$ cat src/rtl/program_loader_pkg.sv
`default_nettype none
// ============================================================================
// Module      : loader_pkg
// Description : Shared constants and state encodings for the serial program
//               loader and its UART receiver.
// Revision    : 1.0 - initial release
// ============================================================================
package loader_pkg;

  // Start-of-frame marker byte.
  localparam logic [7:0] HDR_BYTE = 8'hA5;

  // Loader FSM states.
  typedef enum logic [1:0] {
    S_HDR  = 2'd0,
    S_CNT  = 2'd1,
    S_DATA = 2'd2,
    S_DONE = 2'd3
  } ld_state_e;

  // UART receiver bit-timing states.
  typedef enum logic [1:0] {
    R_IDLE  = 2'd0,
    R_START = 2'd1,
    R_DATA  = 2'd2,
    R_STOP  = 2'd3
  } rx_state_e;

endpackage
`default_nettype wire

$ cat src/rtl/program_loader_uart_rx.sv
`default_nettype none
// ============================================================================
// Module      : uart_rx
// Description : 8N1 UART receiver. Two-flop synchronizer on rx, falling-edge
//               start detection, start-bit glitch rejection at half a bit,
//               LSB-first data sampling at bit centres, stop-bit check.
// Ports       : clk        - system clock
//               rst_n      - asynchronous active-low reset
//               rx         - serial input, idle high, asynchronous
//               byte_valid - one-cycle strobe, byte_data holds the byte
//               byte_data  - received byte
//               frame_err  - one-cycle strobe when the stop bit is low
// Revision    : 1.0 - initial release
// ============================================================================
module uart_rx
  import loader_pkg::*;
#(
  parameter int CLKS_PER_BIT = 434
) (
  input  logic       clk,
  input  logic       rst_n,
  input  logic       rx,
  output logic       byte_valid,
  output logic [7:0] byte_data,
  output logic       frame_err
);

  localparam int CNT_W = $clog2(CLKS_PER_BIT);
  localparam logic [CNT_W-1:0] c_bit_last  = CNT_W'(CLKS_PER_BIT - 1);
  localparam logic [CNT_W-1:0] c_half_last = CNT_W'(CLKS_PER_BIT / 2 - 1);

  rx_state_e        state_q, state_d;
  logic [CNT_W-1:0] cnt_q, cnt_d;
  logic [2:0]       bit_q, bit_d;
  logic [7:0]       shift_q, shift_d;
  logic             valid_q, valid_d;
  logic             ferr_q, ferr_d;
  logic             rx_meta_q, rx_meta_d;
  logic             rx_sync_q, rx_sync_d;
  logic             rx_prev_q, rx_prev_d;

  always_comb begin
    rx_meta_d = rx;
    rx_sync_d = rx_meta_q;
    rx_prev_d = rx_sync_q;
    state_d   = state_q;
    cnt_d     = cnt_q;
    bit_d     = bit_q;
    shift_d   = shift_q;
    valid_d   = 1'b0;
    ferr_d    = 1'b0;

    case (state_q)
      R_IDLE: begin
        if (rx_prev_q && !rx_sync_q) begin
          state_d = R_START;
          cnt_d   = '0;
        end
      end
      R_START: begin
        if (cnt_q == c_half_last) begin
          cnt_d = '0;
          // A line that is high again at mid-start was only a glitch.
          if (rx_sync_q) begin
            state_d = R_IDLE;
          end else begin
            state_d = R_DATA;
            bit_d   = '0;
          end
        end else begin
          cnt_d = cnt_q + CNT_W'(1);
        end
      end
      R_DATA: begin
        if (cnt_q == c_bit_last) begin
          cnt_d   = '0;
          shift_d = {rx_sync_q, shift_q[7:1]};
          bit_d   = bit_q + 3'd1;
          if (bit_q == 3'd7) begin
            state_d = R_STOP;
          end
        end else begin
          cnt_d = cnt_q + CNT_W'(1);
        end
      end
      R_STOP: begin
        if (cnt_q == c_bit_last) begin
          // Rearm right at the stop-bit centre so the next start edge,
          // which may come half a bit later, is not missed.
          cnt_d   = '0;
          state_d = R_IDLE;
          if (rx_sync_q) begin
            valid_d = 1'b1;
          end else begin
            ferr_d  = 1'b1;
          end
        end else begin
          cnt_d = cnt_q + CNT_W'(1);
        end
      end
      default: state_d = R_IDLE;
    endcase
  end

  always_ff @(posedge clk or negedge rst_n) begin
    if (!rst_n) begin
      rx_meta_q <= 1'b1;
      rx_sync_q <= 1'b1;
      rx_prev_q <= 1'b1;
      state_q   <= R_IDLE;
      cnt_q     <= '0;
      bit_q     <= '0;
      shift_q   <= '0;
      valid_q   <= 1'b0;
      ferr_q    <= 1'b0;
    end else begin
      rx_meta_q <= rx_meta_d;
      rx_sync_q <= rx_sync_d;
      rx_prev_q <= rx_prev_d;
      state_q   <= state_d;
      cnt_q     <= cnt_d;
      bit_q     <= bit_d;
      shift_q   <= shift_d;
      valid_q   <= valid_d;
      ferr_q    <= ferr_d;
    end
  end

  assign byte_valid = valid_q;
  assign byte_data  = shift_q;
  assign frame_err  = ferr_q;

endmodule
`default_nettype wire

$ cat src/rtl/program_loader.sv
`default_nettype none
// ============================================================================
// Module      : program_loader
// Description : Serial boot loader. Receives "A5, N, N x 4 bytes" frames over
//               UART and writes big-endian 32-bit words into instruction
//               memory starting at word 0. busy holds the CPU in reset.
// Ports       : clk   - system clock
//               rst   - asynchronous active-low reset
//               rx    - UART serial input
//               we    - instruction-memory write strobe (one cycle per word)
//               wa    - write word address
//               wd    - write data
//               busy  - high while a frame is being loaded
//               done  - one-cycle pulse after the last word of a frame
//               err   - sticky framing error, cleared by the next header
//               words - words written in the current / last frame
// Revision    : 1.0 - initial release
// ============================================================================
module program_loader
  import loader_pkg::*;
#(
  parameter int CLKS_PER_BIT = 434,
  parameter int ADDR_W       = 8
) (
  input  logic              clk,
  input  logic              rst,
  input  logic              rx,
  output logic              we,
  output logic [ADDR_W-1:0] wa,
  output logic [31:0]       wd,
  output logic              busy,
  output logic              done,
  output logic              err,
  output logic [ADDR_W:0]   words
);

  // A count byte of zero means a full memory image.
  localparam logic [ADDR_W:0] c_full_count = (ADDR_W + 1)'(1) << ADDR_W;

  logic       byte_valid;
  logic [7:0] byte_data;
  logic       frame_err;

  uart_rx #(
    .CLKS_PER_BIT (CLKS_PER_BIT)
  ) u_uart_rx (
    .clk        (clk),
    .rst_n      (rst),
    .rx         (rx),
    .byte_valid (byte_valid),
    .byte_data  (byte_data),
    .frame_err  (frame_err)
  );

  ld_state_e         state_q, state_d;
  logic [ADDR_W:0]   n_q, n_d;
  logic [1:0]        idx_q, idx_d;
  logic [23:0]       asm_q, asm_d;
  logic              we_q, we_d;
  logic [ADDR_W-1:0] wa_q, wa_d;
  logic [31:0]       wd_q, wd_d;
  logic              err_q, err_d;
  logic [ADDR_W:0]   words_q, words_d;
  logic [ADDR_W:0]   w_words_inc;
  logic [ADDR_W:0]   w_count;

  assign w_words_inc = words_q + (ADDR_W + 1)'(1);
  assign w_count     = (byte_data == 8'd0) ? c_full_count : (ADDR_W + 1)'(byte_data);

  always_comb begin
    state_d = state_q;
    n_d     = n_q;
    idx_d   = idx_q;
    asm_d   = asm_q;
    we_d    = 1'b0;
    wa_d    = wa_q;
    wd_d    = wd_q;
    err_d   = err_q;
    words_d = words_q;

    case (state_q)
      S_HDR: begin
        // Framing errors between frames are line noise and are ignored.
        if (byte_valid && (byte_data == HDR_BYTE)) begin
          state_d = S_CNT;
          err_d   = 1'b0;
          words_d = '0;
          wa_d    = '0;
        end
      end
      S_CNT: begin
        if (frame_err) begin
          err_d   = 1'b1;
          state_d = S_HDR;
        end else if (byte_valid) begin
          n_d     = w_count;
          idx_d   = '0;
          wa_d    = '0;
          state_d = S_DATA;
        end
      end
      S_DATA: begin
        // Address and count advance on the edge that ends the write cycle,
        // so wa/wd are stable while we is high.
        if (we_q) begin
          wa_d    = wa_q + ADDR_W'(1);
          words_d = w_words_inc;
          if (w_words_inc == n_q) begin
            state_d = S_DONE;
          end
        end
        if (frame_err) begin
          err_d   = 1'b1;
          idx_d   = '0;
          state_d = S_HDR;
        end else if (byte_valid) begin
          idx_d = idx_q + 2'd1;
          asm_d = {asm_q[15:0], byte_data};
          if (idx_q == 2'd3) begin
            we_d = 1'b1;
            wd_d = {asm_q, byte_data};
          end
        end
      end
      S_DONE: begin
        state_d = S_HDR;
      end
      default: state_d = S_HDR;
    endcase
  end

  always_ff @(posedge clk or negedge rst) begin
    if (!rst) begin
      state_q <= S_HDR;
      n_q     <= '0;
      idx_q   <= '0;
      asm_q   <= '0;
      we_q    <= 1'b0;
      wa_q    <= '0;
      wd_q    <= '0;
      err_q   <= 1'b0;
      words_q <= '0;
    end else begin
      state_q <= state_d;
      n_q     <= n_d;
      idx_q   <= idx_d;
      asm_q   <= asm_d;
      we_q    <= we_d;
      wa_q    <= wa_d;
      wd_q    <= wd_d;
      err_q   <= err_d;
      words_q <= words_d;
    end
  end

  assign we    = we_q;
  assign wa    = wa_q;
  assign wd    = wd_q;
  assign busy  = (state_q != S_HDR);
  assign done  = (state_q == S_DONE);
  assign err   = err_q;
  assign words = words_q;

endmodule
`default_nettype wire

$ cat config.mk
export PLATFORM = sky130hd
export DESIGN_NAME = program_loader
export DESIGN_NICKNAME = d
export VERILOG_FILES = /design/src/rtl/program_loader_pkg.sv /design/src/rtl/program_loader_uart_rx.sv /design/src/rtl/program_loader.sv
export SDC_FILE = /design/constraint.sdc
export NUM_CORES = 1
export LEC_CHECK = 0
export CAP_MARGIN = 20
export CORE_UTILIZATION = 45
export DETAILED_ROUTE_END_ITERATION = 7
export HOLD_SLACK_MARGIN = 0.02
export PLACE_DENSITY = 0.77
export SLEW_MARGIN = 20
export SYNTH_ARGS = -nofsm -noshare
export SYNTH_HDL_FRONTEND = slang
export SYNTH_SLANG_ARGS = --single-unit
$ cat constraint.sdc
create_clock -name clk -period 3.8 [get_ports clk]
set_input_delay 0.95 -clock clk [delete_from_list [all_inputs] [get_ports clk]]
set_output_delay 0.95 -clock clk [all_outputs]
set_load 0.01 [all_outputs]
==> summary.md <==
| Metric | Value |
|---|---|
| CTS H-Tree Depth | `4` |
| CP Capture Type | `flop` |
| Leakage | `3.12 nW` |
| Tcrit/Tclk final | `0.737` |
| Worst-Margin Slew | `1.01 ns` |
| Max Clock Skew | `0.00574 ns` |
| Leading area contributor after synthesis | `dfrtp_1` |
| CTS root buf | `clkbuf_16` |
| Register area | `0.00288 mm2` |
| Antenna cells | `0` |
| DIE WIDTH | `111 um` |
| Hold_buf cts | `0` |
| Final setup fails | `0` |
| Initial core utilization | `0.464` |
| Cell count after synthesis | `445` |
| Gp weighted congestion | `0.839` |
| Top cell type's share of synthesized area | `0.526` |
| Int Pwr | `0.00229 W` |
| Most frequent cells after synthesis | `dfrtp_1, mux2_2, o21ai_0` |
| Async set-or-reset flop fraction in the synthesized netlist | `1.00` |
| Finished Cell Area | `0.00657 mm2` |
| Share of layout cells above drive strength 1 | `0.237` |
| All-Layer GR Usage | `0.185` |
| Fmax | `357 MHz` |
| Core area | `0.0115 mm2` |
| Distinct cell type count after synthesis | `58` |
| PD cells | `451 mW/mm2` |
| Max cap viols | `0` |
| DPL Wire Length | `6900 um` |
| Status | `finished clean` |
| Fin crit period | `2.80 ns` |
| Sw Share | `0.229` |
| Ports | `56` |
| Max-slew violations | `0` |
| Finished Core Util | `0.573` |
| Post-cts sizing count | `0` |
| Global-route wire length before repair | `18000 um` |
| Die Span Y | `111 um` |
| Vias in the first global route | `3764` |
| Antenna Nets Post-Route | `0` |
| Net Sw Power | `0.000679 W` |
| Part of the power in the clock network | `0.523` |
| DR vias | `3711` |
| Comb pwr share | `0.040` |
| Crit Path Max Fanout | `24` |
| Slew headroom | `0.328` |
| Port-buffer cells | `55` |
| Clock transition at path regs | `0.06 ns` |
| Sequential power share | `0.437` |
| Max VDD drop | `427 uV` |
| DR WL/cell | `15.8 um` |
| Site row count | `39` |
| Syn Area/Cell | `12.0 um2` |
| Initial antenna violation count | `0` |
| Final WL | `10400 um` |
| Post-CTS Setup Repair Bufs | `0` |
| Clock Sinks | `115` |
| Total die area | `0.0123 mm2` |
| RSZ-0062 raised after global routing | `false` |
| Synthesized net count | `461` |
| Synth-to-layout area growth | `23.4%` |
| Multi-input logic area | `0.00231 mm2` |
| Yosys reg bits | `115` |
| CP Launch Type | `flop` |
| Largest net degree at the start of global routing | `73` |
| Final net count | `521` |
| Vias per cell | `5.61` |
| Most frequent cell after synthesis | `dfrtp_1` |
| CTS tree | `yes` |
| Top_reg_cell synth | `dfrtp_1` |
| YS warnings | `0` |
| CTS Buffer Depth | `2` |
| Ranking of synthesized cells by area | `dfrtp_1, mux2_2, o21ai_0` |
| CP arrival | `3.10 ns` |
| First drt pass iteration count | `5` |
| Sequential element share of the synthesized area | `0.541` |
| EDFF count, synth | `0` |
| Area after DPL | `0.00599 mm2` |
| Drc violations | `0` |
| Clock Latency Late Sink | `0.41 ns` |
| CTS Buf Count | `17` |
| Hold WC Path Type | `reg2reg` |
| Setup_tns | `0 ns` |
| Hold Vio Cnt, Final | `0` |
| GRT overflow | `0` |
| CP Data Required Time | `4.10 ns` |
| Mapped Area | `0.00533 mm2` |
| Fill cells | `876` |
| Crit path kind | `reg2reg` |
| Drt initial violations | `206` |
cells by family (layout without fill, tap and decap cells):
family,Yosys count,count (layout),share of synthesized area
AO/OA/AOI/OAI,82,82,0.106
XOR/XNOR,9,9,0.0148
adder cells (fa/ha/maj),13,13,0.0305
buffers and inverters,28,101,0.0256
flip-flops,115,115,0.541
multiplexers,75,75,0.158
AND/OR/NAND/NOR,123,123,0.124
final cells by class:
type / instances / share of cell area
flip-flops and latches: 115 / 0.438
repair buffers: 57 / 0.0876
clock buffers: 20 / 0.0680
clock inverters: 12 / 0.0202
inverters: 12 / 0.00685
well taps: 143 / 0.0272
multi-input cells: 302 / 0.352
placed cells by master (no fill, tap or decap), types with 8 or more instances in the layout:
master / synthesis / routed
nor3_1: 8 / 8
dfrtp_1: 112 / 112
nor2_1: 21 / 21
ha_1: 13 / 13
nand3_1: 11 / 11
clkdlybuf4s50_1: 0 / 54
inv_1: 12 / 12
mux2_2: 73 / 73
clkbuf_16: 0 / 17
o21ai_0: 33 / 33
nand2_1: 31 / 31
critical path, stage by stage (launching register included):
cell and delay (ns):
dfrtp_1 0.41, inv_1 0.14, ha_1 0.42, nor2b_1 0.46
nand2_1 0.70, mux2_2 0.53
routing by layer:
layer / up-vias / GRT usage / wire length (um)
met2: 88 / 0.291 / 5070
met1: 1859 / 0.234 / 4720
met5: - / 0 / 0
met3: 25 / 0.0498 / 406
li1: 1739 / - / -
met4: 0 / 0.0942 / 254
sequential cells by signal (all words and copies together), names as in the netlist, 2 cells and up, named ones only:
| name | cells |
|---|---|
| asm_q | 24 |
| idx_q | 2 |
| n_q | 9 |
| state_q | 2 |
| u_uart_rx.bit_q | 3 |
| u_uart_rx.byte_data | 8 |
| u_uart_rx.cnt_q | 9 |
| wa | 8 |
| wd | 32 |
| words | 9 |
power groups by stage:
stage	Clock (W)	Sequential, W	Combinational (W)
detailed placement	0	0.00131	0.000121
finish	0.00155	0.00129	0.000119
CTS	0.00158	0.00129	0.000123
global route	0.00163	0.00130	0.000143
floorplan	0	0.00130	0.0000779
global placement	0	0.00131	0.000113
metrics by stage:
| step | total power [W] | cells | hold slack (ns) | setup WS (ns) |
|---|---|---|---|---|
| after floorplan | 0.00138 | 445 | 0.345 | 1.57 |
| after global placement | 0.00143 | 629 | 0.346 | 1.15 |
| after detailed placement | 0.00144 | 629 | 0.349 | 1.03 |
| after CTS | 0.00299 | 661 | 0.357 | 0.980 |
| after global routing | 0.00307 | 661 | 0.362 | 0.755 |
| final | 0.00297 | 661 | 0.360 | 0.999 |
worst paths after layout:
| path | startpoint | end | slack, ns | depth (start not counted) |
|---|---|---|---|---|
| worst max-delay path | state_q[0]$_DFFE_PN0P_ | asm_q[3]$_DFFE_PN0P_ | 1.0 | 5 |
| min in group asynchronous | rst | wa[7]$_DFFE_PN0P_ | 0.54 | 1 |
| worst min register to register | u_uart_rx.rx_meta_q$_DFF_PN1_ | u_uart_rx.rx_prev_d$_DFF_PN1_ | 0.36 | 0 |
| worst max register to register | state_q[0]$_DFFE_PN0P_ | asm_q[3]$_DFFE_PN0P_ | 1.0 | 5 |
| worst min-delay path | u_uart_rx.rx_meta_q$_DFF_PN1_ | u_uart_rx.rx_prev_d$_DFF_PN1_ | 0.36 | 0 |
| max in group asynchronous | rst | u_uart_rx.rx_prev_q$_DFF_PN1_ | 2.45 | 2 |
Note: power is estimated with default switching activity, not from simulation.
